[config.mk]
export PLATFORM = sky130hd
export DESIGN_NAME = vga_timing_gen
export DESIGN_NICKNAME = d
export VERILOG_FILES = /design/src/rtl/vga_timing_gen.sv
export SDC_FILE = /design/constraint.sdc
export NUM_CORES = 1
export LEC_CHECK = 0
export CORE_ASPECT_RATIO = 0.8
export CORE_UTILIZATION = 35
export DETAILED_ROUTE_END_ITERATION = 12
export HOLD_SLACK_MARGIN = 0.02
export PLACE_DENSITY_LB_ADDON = 0.12
export SYNTH_ARGS = -nofsm -noshare
export SYNTH_HDL_FRONTEND = slang
export SYNTH_SLANG_ARGS = --single-unit
[constraint.sdc]
create_clock -name clk -period 3.1 [get_ports clk]
set_input_delay 0.62 -clock clk [delete_from_list [all_inputs] [get_ports clk]]
set_output_delay 0.62 -clock clk [all_outputs]
set_load 0.005 [all_outputs]
[src/rtl/vga_timing_gen.sv]
// VGA raster timing: free-running h/v counters, sync/blank decode and an
// animation frame counter. Every output is registered and is the decode of the
// coordinates it is presented with.
module vga_timing_gen #(
    parameter int unsigned H_ACTIVE = 640,
    parameter int unsigned H_FP     = 16,
    parameter int unsigned H_SYNC   = 96,
    parameter int unsigned H_BP     = 48,
    parameter int unsigned V_ACTIVE = 480,
    parameter int unsigned V_FP     = 10,
    parameter int unsigned V_SYNC   = 2,
    parameter int unsigned V_BP     = 33,
    parameter bit          SYNC_POL = 1'b0
) (
    input  logic        clk,
    input  logic        rst_n,
    input  logic [1:0]  frame_step,
    output logic [9:0]  hpos,
    output logic [9:0]  vpos,
    output logic        hsync,
    output logic        vsync,
    output logic        display_on,
    output logic        line_start,
    output logic        frame_start,
    output logic [9:0]  frame_count
);

    localparam int unsigned CW       = 10;
    localparam int unsigned EW       = CW + 1;
    localparam int unsigned H_TOTAL  = H_ACTIVE + H_FP + H_SYNC + H_BP;
    localparam int unsigned V_TOTAL  = V_ACTIVE + V_FP + V_SYNC + V_BP;
    localparam int unsigned HS_START = H_ACTIVE + H_FP;
    localparam int unsigned VS_START = V_ACTIVE + V_FP;
    localparam int unsigned HS_END   = HS_START + H_SYNC;
    localparam int unsigned VS_END   = VS_START + V_SYNC;
    localparam logic [CW-1:0] H_LAST = CW'(H_TOTAL - 1);
    localparam logic [CW-1:0] V_LAST = CW'(V_TOTAL - 1);

    // Coordinates must fit the 10-bit counters.
    if (H_TOTAL > 1024 || V_TOTAL > 1024 || H_TOTAL == 0 || V_TOTAL == 0) begin : g_bad_totals
        $error("vga_timing_gen: H_TOTAL/V_TOTAL must be in 1..1024");
    end

    // Decode helpers shared by the reset values and the running datapath.
    function automatic logic in_range(input logic [CW-1:0] p,
                                      input int unsigned  lo,
                                      input int unsigned  hi);
        return ({1'b0, p} >= EW'(lo)) && ({1'b0, p} < EW'(hi));
    endfunction

    function automatic logic sync_lvl(input logic act);
        return act ? SYNC_POL : ~SYNC_POL;
    endfunction

    logic [CW-1:0] hpos_q, hpos_d;
    logic [CW-1:0] vpos_q, vpos_d;
    logic [CW-1:0] fcnt_q, fcnt_d;
    logic          hsync_q, hsync_d;
    logic          vsync_q, vsync_d;
    logic          disp_q, disp_d;
    logic          lstart_q, lstart_d;
    logic          fstart_q, fstart_d;

    // Next raster position and frame counter update.
    always_comb begin
        hpos_d = hpos_q + CW'(1);
        vpos_d = vpos_q;
        fcnt_d = fcnt_q;
        if (hpos_q == H_LAST) begin
            hpos_d = '0;
            if (vpos_q == V_LAST) begin
                vpos_d = '0;
                fcnt_d = fcnt_q + CW'(frame_step);
            end else begin
                vpos_d = vpos_q + CW'(1);
            end
        end
    end

    // Outputs are decoded from the next coordinates so they register in step.
    always_comb begin
        hsync_d  = sync_lvl(in_range(hpos_d, HS_START, HS_END));
        vsync_d  = sync_lvl(in_range(vpos_d, VS_START, VS_END));
        disp_d   = in_range(hpos_d, 0, H_ACTIVE) && in_range(vpos_d, 0, V_ACTIVE);
        lstart_d = (hpos_d == '0);
        fstart_d = (hpos_d == '0) && (vpos_d == '0);
    end

    always_ff @(posedge clk) begin
        if (!rst_n) begin
            hpos_q   <= '0;
            vpos_q   <= '0;
            fcnt_q   <= '0;
            hsync_q  <= sync_lvl(in_range('0, HS_START, HS_END));
            vsync_q  <= sync_lvl(in_range('0, VS_START, VS_END));
            disp_q   <= in_range('0, 0, H_ACTIVE) && in_range('0, 0, V_ACTIVE);
            lstart_q <= 1'b1;
            fstart_q <= 1'b1;
        end else begin
            hpos_q   <= hpos_d;
            vpos_q   <= vpos_d;
            fcnt_q   <= fcnt_d;
            hsync_q  <= hsync_d;
            vsync_q  <= vsync_d;
            disp_q   <= disp_d;
            lstart_q <= lstart_d;
            fstart_q <= fstart_d;
        end
    end

    assign hpos        = hpos_q;
    assign vpos        = vpos_q;
    assign hsync       = hsync_q;
    assign vsync       = vsync_q;
    assign display_on  = disp_q;
    assign line_start  = lstart_q;
    assign frame_start = fstart_q;
    assign frame_count = fcnt_q;

endmodule

* Yosys cells after proc, flatten, opt, wreduce, memory -nomap -nowiden
Cells that the tools add are included.
** Operators by class
- Add/sub/neg operators :: 3
- Multipliers :: 0
- Div/mod/pow operators :: 0
- Magnitude comparators :: 6
- Equality and inequality tests :: 2
- Shift-type cells :: 0
- Multiplexer cells :: 5
- Bitwise gates (word level) :: 0
- Reduce and logical (&&, ||, !) cells :: 7
** Operator list (count)
- 10-bit two-way mux :: 3
- 10-bit by 1-bit adder with 10-bit output, second input constant :: 2
- 10-bit equality test, second input constant :: 2
- 10-bit zero test :: 2
- 10-bit < comparator, second input constant :: 2
- 10-bit by 9-bit < comparator with 1-bit output, second input constant :: 2
- 10-bit by 2-bit adder with 10-bit output :: 1
- 10-bit >= comparator, second input constant :: 1
- 10-bit by 9-bit >= comparator with 1-bit output, second input constant :: 1
- 1-bit logical AND :: 4
- 1-bit two-way mux :: 2
- 2-bit AND reduction :: 1
** Word-level totals
- Bits in registers :: 35
- Latch bits :: 0
- Bits in writable memories :: 0
- Bits in read-only memories :: 0
- Bits of input ports :: 4
- Logic and storage cells :: 31
- Memories kept :: 0

* Depth between registers and ports, before layout
Gate-level depths: netlist of run 1.
- Depth in word-level cells :: 6
- Depth in mapped cells :: 9
- Gate-level depth less buffers :: 8

* Worst setup path before layout of run 1
No wires, ideal clock.
- Kind :: reg2reg
- Start point :: register hpos_q[0] (netlist: hpos[0])
- End point :: register vsync_q (netlist: vsync)
- Library setup time :: 0.134 ns
- Data arrival time :: 2.162 ns
- Data required time :: 2.966 ns
- Setup slack :: 0.803 ns
- Cell stages (with the launch flop) :: 9
- Path buffers :: 1
- Path through :: dfxtp_1 ha_1 and4_1 buf_6 nand4_4 nor4_1 xnor2_1 a21oi_1 or4b_1
** Between the ends
- Word-level cells in the longest chain between the ends :: 5
- Elaborated cells between the ends (all ways) :: 6
** Ends and longest elaborated chain
- start, declared :: RTL line 55 : logic [CW-1:0] hpos_q, hpos_d;
- start signal, assigned :: RTL line 100 : hpos_q <= hpos_d;
- 10-bit equality test * :: RTL line 69 : if (hpos_q == H_LAST) begin
- 10-bit two-way mux * :: RTL line 69
- 10-bit by 9-bit >= comparator with 1-bit output / 10-bit by 9-bit < comparator with 1-bit output (equally long branches) :: RTL line 48 : return ({1'b0, p} >= EW'(lo)) && ({1'b0, p} < EW'(hi));
- 1-bit logical AND * :: RTL line 48
- 1-bit two-way mux * :: RTL line 52 : return act ? SYNC_POL : ~SYNC_POL;
- end signal, assigned :: RTL line 95 : vsync_q <= sync_lvl(in_range('0, VS_START, VS_END));
- end signal, assigned :: RTL line 104 : vsync_q <= vsync_d;
- end, declared :: RTL line 59 : logic vsync_q, vsync_d;
Every way passes the cells marked *; elsewhere a longest branch is shown, timed or not.
A chain may end at the register's enable or synchronous reset.

* Worst setup path after layout of run 1
Ends and elaborated chain as after synthesis.

==> flow_results.xml, run 1 <==
<?xml version="1.0" encoding="UTF-8"?>
<metrics>
  <group name="outcome">
    <metric name="run_status" unit="">complete, no violations</metric>
  </group>
  <group name="synthesis">
    <metric name="yosysUniqueCellTypes" unit="">53</metric>
    <metric name="synthesized_area_fraction_occupied_by_ao_oa_aoi_and_oai_cells" unit="%">13.18</metric>
    <metric name="syn-instance-count" unit="">240</metric>
    <metric name="adder_cell_fraction_of_synth_area" unit="%">4.047</metric>
    <metric name="most_used_flip_flop_cell_after_synthesis" unit="">dfxtp_1</metric>
    <metric name="synth_sequential_area_ratio" unit="%">34.33</metric>
    <metric name="ys_async_sr_fraction" unit="%">0</metric>
    <metric name="synth_top_family_by_area" unit="">simple AND/OR/NAND/NOR gates</metric>
    <metric name="synthMuxAreaShare" unit="%">1.471</metric>
    <metric name="synthSimpleGateAreaFrac" unit="%">33.35</metric>
    <metric name="synth_xor_xnor_area_share" unit="%">9.442</metric>
    <metric name="yosys_warnings" unit="">0</metric>
    <metric name="synth.net_count" unit="">250</metric>
    <metric name="synth.avg_cell_area" unit="sq um">8.503</metric>
    <metric name="synth-seq-cells" unit="">35</metric>
    <metric name="synth_enable_flop_cells" unit="">0</metric>
    <metric name="syn_area" unit="sq mm">0.002041</metric>
  </group>
  <group name="pwr">
    <metric name="internal-power" unit="mW">0.6333</metric>
    <metric name="power_frac_seq" unit="%">54.6</metric>
    <metric name="sw_share" unit="%">24.58</metric>
    <metric name="total_power" unit="mW">0.8398</metric>
    <metric name="switching_power" unit="mW">0.2065</metric>
    <metric name="total_leakage_power" unit="nW">0.8763</metric>
    <metric name="power.share.clock" unit="%">41.6</metric>
    <metric name="ir_worst_vdd" unit="V">0.0002250</metric>
    <metric name="comb_power_share" unit="%">3.8</metric>
    <metric name="power_density" unit="mW/mm^2">328.5</metric>
  </group>
  <group name="placed_design">
    <metric name="globalplace.congestion" unit="">0.8079</metric>
    <metric name="dpl.cell_count" unit="">344</metric>
    <metric name="placement.io_buffers" unit="">38</metric>
    <metric name="dp_hpwl" unit="um">3376</metric>
  </group>
  <group name="setup_path">
    <metric name="critical_path.endpoint_type" unit="">flip-flop</metric>
    <metric name="startpoint" unit="">hpos[0]</metric>
    <metric name="critPathMaxFanout" unit="">16</metric>
    <metric name="ff2ff_setup_slack" unit="ns">0.37</metric>
    <metric name="worst_r2r_src" unit="">hpos[0]</metric>
    <metric name="worst-endpoint-arrival" unit="ns">2.90</metric>
    <metric name="setup.worst_path.start_class" unit="">flip-flop</metric>
    <metric name="criticalPathCategory" unit="">flip-flop to flip-flop</metric>
    <metric name="timing.critical_path.required" unit="ns">3.27</metric>
  </group>
  <group name="cts">
    <metric name="total_number_of_clock_tree_sinks" unit="">35</metric>
    <metric name="cts_htree_levels" unit="">2</metric>
    <metric name="cts_made_buffers" unit="">5</metric>
    <metric name="worst_skew_pair.late_latency" unit="ns">0.29</metric>
    <metric name="cts.path.max_buffers" unit="">2</metric>
    <metric name="post_cts_buffers" unit="">0</metric>
    <metric name="clk_pin_slew" unit="ns">0.08</metric>
    <metric name="cts_tree" unit="">done</metric>
    <metric name="post_cts.resized_instances" unit="">0</metric>
    <metric name="clock_tree.root_cell" unit="">clkbuf_8</metric>
    <metric name="hold_buffers" unit="">0</metric>
  </group>
  <group name="detailed_routing">
    <metric name="drt.antenna.violating_nets" unit="">0</metric>
    <metric name="first_pass_iters" unit="">4</metric>
    <metric name="detail_route.wl_per_cell" unit="um">13.27</metric>
    <metric name="route.vias.total" unit="">1778</metric>
    <metric name="drt_iter0_drc" unit="">45</metric>
    <metric name="drt_wl_total" unit="um">4671</metric>
    <metric name="post_drt_via_cell_ratio" unit="">5.051</metric>
    <metric name="post-route-drc-count" unit="">0</metric>
  </group>
  <group name="sta">
    <metric name="timing.setup.tns" unit="ns">0</metric>
    <metric name="final_period_minus_worst_setup_slack" unit="ns">2.729</metric>
    <metric name="finalSetupViolCount" unit="">0</metric>
    <metric name="post-route-period-util" unit="%">88.03</metric>
    <metric name="final-max-slew-violation-count" unit="">0</metric>
    <metric name="final.setup_skew" unit="ns">0.01014</metric>
    <metric name="clock.fmax" unit="MHz">366.4</metric>
    <metric name="finalHoldViolations" unit="">0</metric>
    <metric name="setup_repair_after_global_routing_missed_its_margin" unit="">false</metric>
    <metric name="worst-slew-pin-transition" unit="ns">0.4926</metric>
    <metric name="maxSlewHeadroom" unit="%">66.86</metric>
  </group>
  <group name="floorplanning">
    <metric name="floorplan.die.width" unit="um">87.37</metric>
    <metric name="initial_cell_density_of_the_core" unit="%">36.93</metric>
    <metric name="die-area" unit="sq mm">0.006142</metric>
    <metric name="io-pin-count" unit="">39</metric>
    <metric name="die_height" unit="um">70.30</metric>
    <metric name="row_count" unit="">24</metric>
    <metric name="design.core.area" unit="sq mm">0.005525</metric>
  </group>
  <group name="grt">
    <metric name="pin_count_of_the_biggest_net_entering_global_routing" unit="">31</metric>
    <metric name="globalRoute.totalOverflow" unit="">0</metric>
    <metric name="grt_first_pass_wirelength" unit="um">7838</metric>
    <metric name="antenna_found_initial" unit="">0</metric>
    <metric name="global_route.usage.total" unit="%">16.67</metric>
    <metric name="via_count_of_the_first_global_routing_pass" unit="">1556</metric>
  </group>
  <group name="final_layout">
    <metric name="final_util" unit="%">46.26</metric>
    <metric name="final_layout_size_suffix_gt1_share" unit="%">6.204</metric>
    <metric name="area.growth.synth_to_final" unit="%">25.26</metric>
    <metric name="layout.nets" unit="">283</metric>
    <metric name="finalNonFillerCells" unit="">352</metric>
    <metric name="insertedDiodeCount" unit="">0</metric>
  </group>
  <group name="flow_run">
    <metric name="timing.max_cap.violations" unit="">0</metric>
  </group>
  <group name="worst_hold_path">
    <metric name="hold_path_startpoint" unit="">hpos[0]</metric>
    <metric name="worst_hold_path_type" unit="">flip-flop to flip-flop</metric>
  </group>
</metrics>
critical path, cell delays in order (launching register included):
cell	delay (ns)
dfxtp_1	0.40
ha_1	0.26
and4_1	0.45
nand4_4	0.29
nor4_1	0.41
xnor2_1	0.22
a21oi_1	0.13
or4b_1	0.46
state kept, by name, summed over array words and instances (netlist names):
| register | cells |
|---|---|
| frame_count | 10 |
| hpos | 10 |
| vpos | 10 |
| display_on | 1 |
| frame_start | 1 |
| hsync | 1 |
| line_start | 1 |
| vsync | 1 |
path summary, 6_finish.rpt:
check,endpoint,cells after the start
hold reg to reg,hpos[0],1
setup reg to reg,vsync,7
hold / removal,hpos[0],1
setup / recovery,vsync,7
per-layer routing:
| layer | GRT usage (%) | share of wire [%] |
|---|---|---|
| met3 | 4.137 | 4.0 |
| met1 | 25.11 | 53 |
| met4 | 5.464 | 1.2 |
| met5 | 0 | 0 |
| met2 | 22.74 | 41 |
cell usage in the layout, fill, tap and decap left out, types with 9 or more instances in the layout:
| master | synthesis | layout |
|---|---|---|
| clkdlybuf4s50_1 | 0 | 38 |
| dfxtp_1 | 35 | 35 |
| nand2_1 | 25 | 25 |
| and2_1 | 14 | 14 |
| nor2b_1 | 13 | 13 |
| nand3_1 | 11 | 11 |
| xor2_1 | 11 | 11 |
| xnor2_1 | 11 | 11 |
| o21ai_0 | 9 | 9 |
| a21oi_1 | 9 | 9 |
power groups by stage:
stage | Clock [mW] | Sequential (mW) | Combinational (mW)
floorplan | 0 | 0.469 | 0.0137
global placement | 0 | 0.469 | 0.0327
detailed placement | 0 | 0.469 | 0.0325
CTS | 0.362 | 0.459 | 0.0326
global route | 0.382 | 0.460 | 0.0348
finish | 0.350 | 0.459 | 0.0317
per-stage QoR:
step | area (sq um) | setup WS (ns) | hold WS (ns)
3_5_place_dp | 2464 | 0.3735 | 0.4631
5_1_grt | 2556 | 0.1774 | 0.5211
4_1_cts | 2556 | 0.3597 | 0.4817
2_1_floorplan | 2041 | 0.8035 | 0.4550
6_report | 2556 | 0.3710 | 0.4803
3_3_place_gp | 2464 | 0.5031 | 0.4600
kinds of logic (layout without fill, tap and decap cells):
group / Yosys count / after routing
xor gates and xnor gates: 22 / 22
and+or+nand+nor: 116 / 116
AOI/OAI and AO/OA: 39 / 39
buffers and inverters: 19 / 53
muxes: 3 / 3
DFF: 35 / 35
adders and majority gates: 6 / 6
Yosys cell counts, types with 2 or more instances:
master,n,area (sq um)
nand3_1,11,55.05
nand4b_1,2,17.52
and3_1,2,12.51
nor2_1,8,30.03
nor2b_1,13,81.33
inv_1,6,22.52
xnor2_1,11,96.34
o21a_1,3,22.52
nor4_1,3,18.77
or2_2,2,12.51
ha_1,5,62.56
a21oi_1,9,45.04
nor3b_1,2,15.01
nand2_1,25,93.84
nand2b_1,2,12.51
mux2i_1,3,30.03
dfxtp_1,35,700.7
o31ai_1,2,15.01
clkbuf_1,7,26.28
o21ai_0,9,45.04
buf_2,5,25.02
and2_1,14,87.58
nand4_1,5,31.28
a21boi_0,4,30.03
xor2_1,11,96.34
or3_1,5,31.28
nor3_1,8,40.04
and4_1,3,26.28
final cells by class:
cell class	count	area [sq um]
clock buffer	5	68.82
clock inverter	3	23.77
fill	587	2969
inverter	6	22.52
multi-input combinational	186	1255
sequential	35	700.7
tap	78	97.59
timing repair buffer	39	387.9
Note: power is estimated with default switching activity, not from simulation.
==> inputs of run 2 (changes only) <==
--- a/config.mk
+++ b/config.mk
@@ -7,6 +7,7 @@
 export LEC_CHECK = 0
 export CORE_ASPECT_RATIO = 0.8
 export CORE_UTILIZATION = 35
+export CTS_BUF_LIST = sky130_fd_sc_hd__clkbuf_2 sky130_fd_sc_hd__clkbuf_4 sky130_fd_sc_hd__clkbuf_8
 export DETAILED_ROUTE_END_ITERATION = 12
 export HOLD_SLACK_MARGIN = 0.02
 export PLACE_DENSITY_LB_ADDON = 0.12
==> constraint.sdc (replaced) <==
create_clock -name clk -period 3 [get_ports clk]
set_input_delay 0.6 -clock clk [delete_from_list [all_inputs] [get_ports clk]]
set_output_delay 0.6 -clock clk [all_outputs]
set_load 0.005 [all_outputs]
==> flow_results.xml, run 2 (synthesized netlist as in run 1, its figures left out) <==
<?xml version="1.0" encoding="UTF-8"?>
<metrics>
  <group name="pwr">
    <metric name="total_leakage_power" unit="nW">0.9118</metric>
    <metric name="power_density" unit="mW/mm^2">365.5</metric>
    <metric name="ir_worst_vdd" unit="V">0.0002083</metric>
  </group>
  <group name="sta">
    <metric name="setup_repair_after_global_routing_missed_its_margin" unit="">false</metric>
    <metric name="clock.fmax" unit="MHz">398.0</metric>
    <metric name="worst-slew-pin-transition" unit="ns">0.4902</metric>
    <metric name="finalHoldViolations" unit="">0</metric>
    <metric name="timing.setup.tns" unit="ns">0</metric>
    <metric name="finalSetupViolCount" unit="">0</metric>
    <metric name="post-route-period-util" unit="%">83.75</metric>
    <metric name="final.setup_skew" unit="ns">0.006281</metric>
    <metric name="final_period_minus_worst_setup_slack" unit="ns">2.512</metric>
    <metric name="maxSlewHeadroom" unit="%">67.07</metric>
    <metric name="fin_hold_ws" unit="ns">0.4741</metric>
    <metric name="final-max-slew-violation-count" unit="">0</metric>
  </group>
  <group name="final_layout">
    <metric name="layout.cells.most_common" unit="">clkdlybuf4s50_1</metric>
    <metric name="layout.nets" unit="">286</metric>
    <metric name="mostFrequentLayoutCells" unit="">clkdlybuf4s50_1 (38), dfxtp_1 (35), nand2_1 (25)</metric>
    <metric name="final_layout_size_suffix_gt1_share" unit="%">7.220</metric>
    <metric name="insertedDiodeCount" unit="">0</metric>
    <metric name="multi_input_gate_area" unit="sq mm">0.001255</metric>
    <metric name="seqCellArea" unit="sq um">700.7</metric>
    <metric name="area.growth.synth_to_final" unit="%">27.59</metric>
    <metric name="final.fill_count" unit="">561</metric>
  </group>
  <group name="detailed_routing">
    <metric name="first_pass_iters" unit="">4</metric>
    <metric name="detail_route.wl_per_cell" unit="um">13.04</metric>
    <metric name="drt_wl_total" unit="um">4628</metric>
    <metric name="route.vias.total" unit="">1746</metric>
    <metric name="post_drt_via_cell_ratio" unit="">4.918</metric>
    <metric name="post-route-drc-count" unit="">0</metric>
    <metric name="drt_iter0_drc" unit="">83</metric>
    <metric name="drt.antenna.violating_nets" unit="">0</metric>
  </group>
  <group name="setup_path">
    <metric name="timing.critical_path.required" unit="ns">3.16</metric>
    <metric name="critical_path.endpoint_type" unit="">flip-flop</metric>
    <metric name="criticalPathCategory" unit="">flip-flop to flip-flop</metric>
    <metric name="ff2ff_setup_slack" unit="ns">0.49</metric>
    <metric name="startpoint" unit="">hpos[0]</metric>
    <metric name="worst-endpoint-arrival" unit="ns">2.68</metric>
    <metric name="r2r.worst_path.cells" unit="">7</metric>
    <metric name="setup.worst_path.start_class" unit="">flip-flop</metric>
    <metric name="worst_r2r_src" unit="">hpos[0]</metric>
    <metric name="critPathMaxFanout" unit="">16</metric>
    <metric name="crit-reg2reg-capture" unit="">vsync</metric>
  </group>
  <group name="cts">
    <metric name="cts_htree_levels" unit="">2</metric>
    <metric name="cts_made_buffers" unit="">5</metric>
    <metric name="post_cts.resized_instances" unit="">0</metric>
    <metric name="post_cts_buffers" unit="">0</metric>
    <metric name="total_number_of_clock_tree_sinks" unit="">35</metric>
    <metric name="cts.path.max_buffers" unit="">2</metric>
    <metric name="hold_buffers" unit="">0</metric>
    <metric name="cts_tree" unit="">done</metric>
    <metric name="clk_pin_slew" unit="ns">0.07</metric>
    <metric name="worst_skew_pair.late_latency" unit="ns">0.29</metric>
    <metric name="clock_tree.root_cell" unit="">clkbuf_8</metric>
  </group>
  <group name="grt">
    <metric name="grt_busiest_layer" unit="">met1</metric>
    <metric name="grtUsageMet2" unit="%">22.22</metric>
    <metric name="global_route.usage.total" unit="%">15.95</metric>
    <metric name="pin_count_of_the_biggest_net_entering_global_routing" unit="">31</metric>
    <metric name="grt_first_pass_wirelength" unit="um">7617</metric>
    <metric name="via_count_of_the_first_global_routing_pass" unit="">1514</metric>
    <metric name="gr-usage-met1" unit="%">23.53</metric>
    <metric name="grt.met3_usage" unit="%">4.255</metric>
    <metric name="globalRoute.totalOverflow" unit="">0</metric>
    <metric name="antenna_found_initial" unit="">0</metric>
  </group>
  <group name="floorplanning">
    <metric name="io-pin-count" unit="">39</metric>
    <metric name="die_height" unit="um">70.30</metric>
    <metric name="initial_cell_density_of_the_core" unit="%">36.93</metric>
    <metric name="row_count" unit="">24</metric>
    <metric name="design.core.area" unit="sq mm">0.005525</metric>
    <metric name="die-area" unit="sq mm">0.006142</metric>
    <metric name="floorplan.die.width" unit="um">87.37</metric>
  </group>
  <group name="worst_hold_path">
    <metric name="hold_path_startpoint" unit="">hpos[0]</metric>
    <metric name="hold_path_stages" unit="">1</metric>
    <metric name="hold-path-endpoint" unit="">hpos[0]</metric>
    <metric name="worst_hold_path_type" unit="">flip-flop to flip-flop</metric>
  </group>
  <group name="placed_design">
    <metric name="dp_hpwl" unit="um">3360</metric>
    <metric name="placement.io_buffers" unit="">38</metric>
    <metric name="globalplace.congestion" unit="">0.7926</metric>
  </group>
  <group name="flow_run">
    <metric name="timing.max_cap.violations" unit="">0</metric>
  </group>
  <group name="outcome">
    <metric name="run_status" unit="">complete, no violations</metric>
  </group>
</metrics>
## run 2: how the worst max path moves through the flow
stage / endpoint / slack [ns] / depth (start not counted)
2_1_floorplan: vsync / 0.70 / 8
3_3_place_gp: vsync / 0.48 / 6
3_5_place_dp: vsync / 0.49 / 7
4_1_cts: vsync / 0.48 / 7
5_1_grt: vsync / 0.29 / 7
6_report: vsync / 0.49 / 7
## run 2: through the flow
stage / instances / setup WS [ns] / power, mW / cell area, sq um / util (%)
floorplan: 240 / 0.7035 / 0.4988 / 2041 / -
global placement: 347 / 0.4785 / 0.5190 / 2486 / 45.00
detailed placement: 347 / 0.4916 / 0.5191 / 2486 / 45.00
CTS: 355 / 0.4817 / 0.9648 / 2604 / 47.12
global route: 355 / 0.2880 / 0.9816 / 2604 / 47.12
finish: 355 / 0.4876 / 0.9517 / 2604 / 47.12
## run 2: where the power goes
part           internal, mW  switching (mW)  leakage (nW)  total [mW]
sequential            0.469         0.00450         0.283       0.474
combinational        0.0197          0.0141         0.567      0.0338
clock                 0.269           0.175        0.0612       0.444
## run 2: metal layers
layer / up-vias / wire, um
li1: 909 / -
met1: 790 / 2473
met2: 42 / 1855
met3: 5 / 249
met4: 0 / 50
met5: - / 0
## run 2: worst max-delay path: stages (launching register included)
cell	delay, ns
dfxtp_1	0.39
ha_1	0.26
and4_1	0.29
nand4_4	0.24
nor4_1	0.40
xnor2_1	0.22
a21oi_1	0.13
or4b_1	0.46
## run 2: cell type report
| cell class | count | share of cell area [%] |
|---|---|---|
| clock buffers | 6 | 3.172 |
| flip-flops and latches | 35 | 26.91 |
| repair buffers | 42 | 15.76 |
| clock inverters | 2 | 1.346 |
| multi-input cells | 186 | 48.20 |
| inverters | 6 | 0.8650 |
| well taps | 78 | 3.748 |
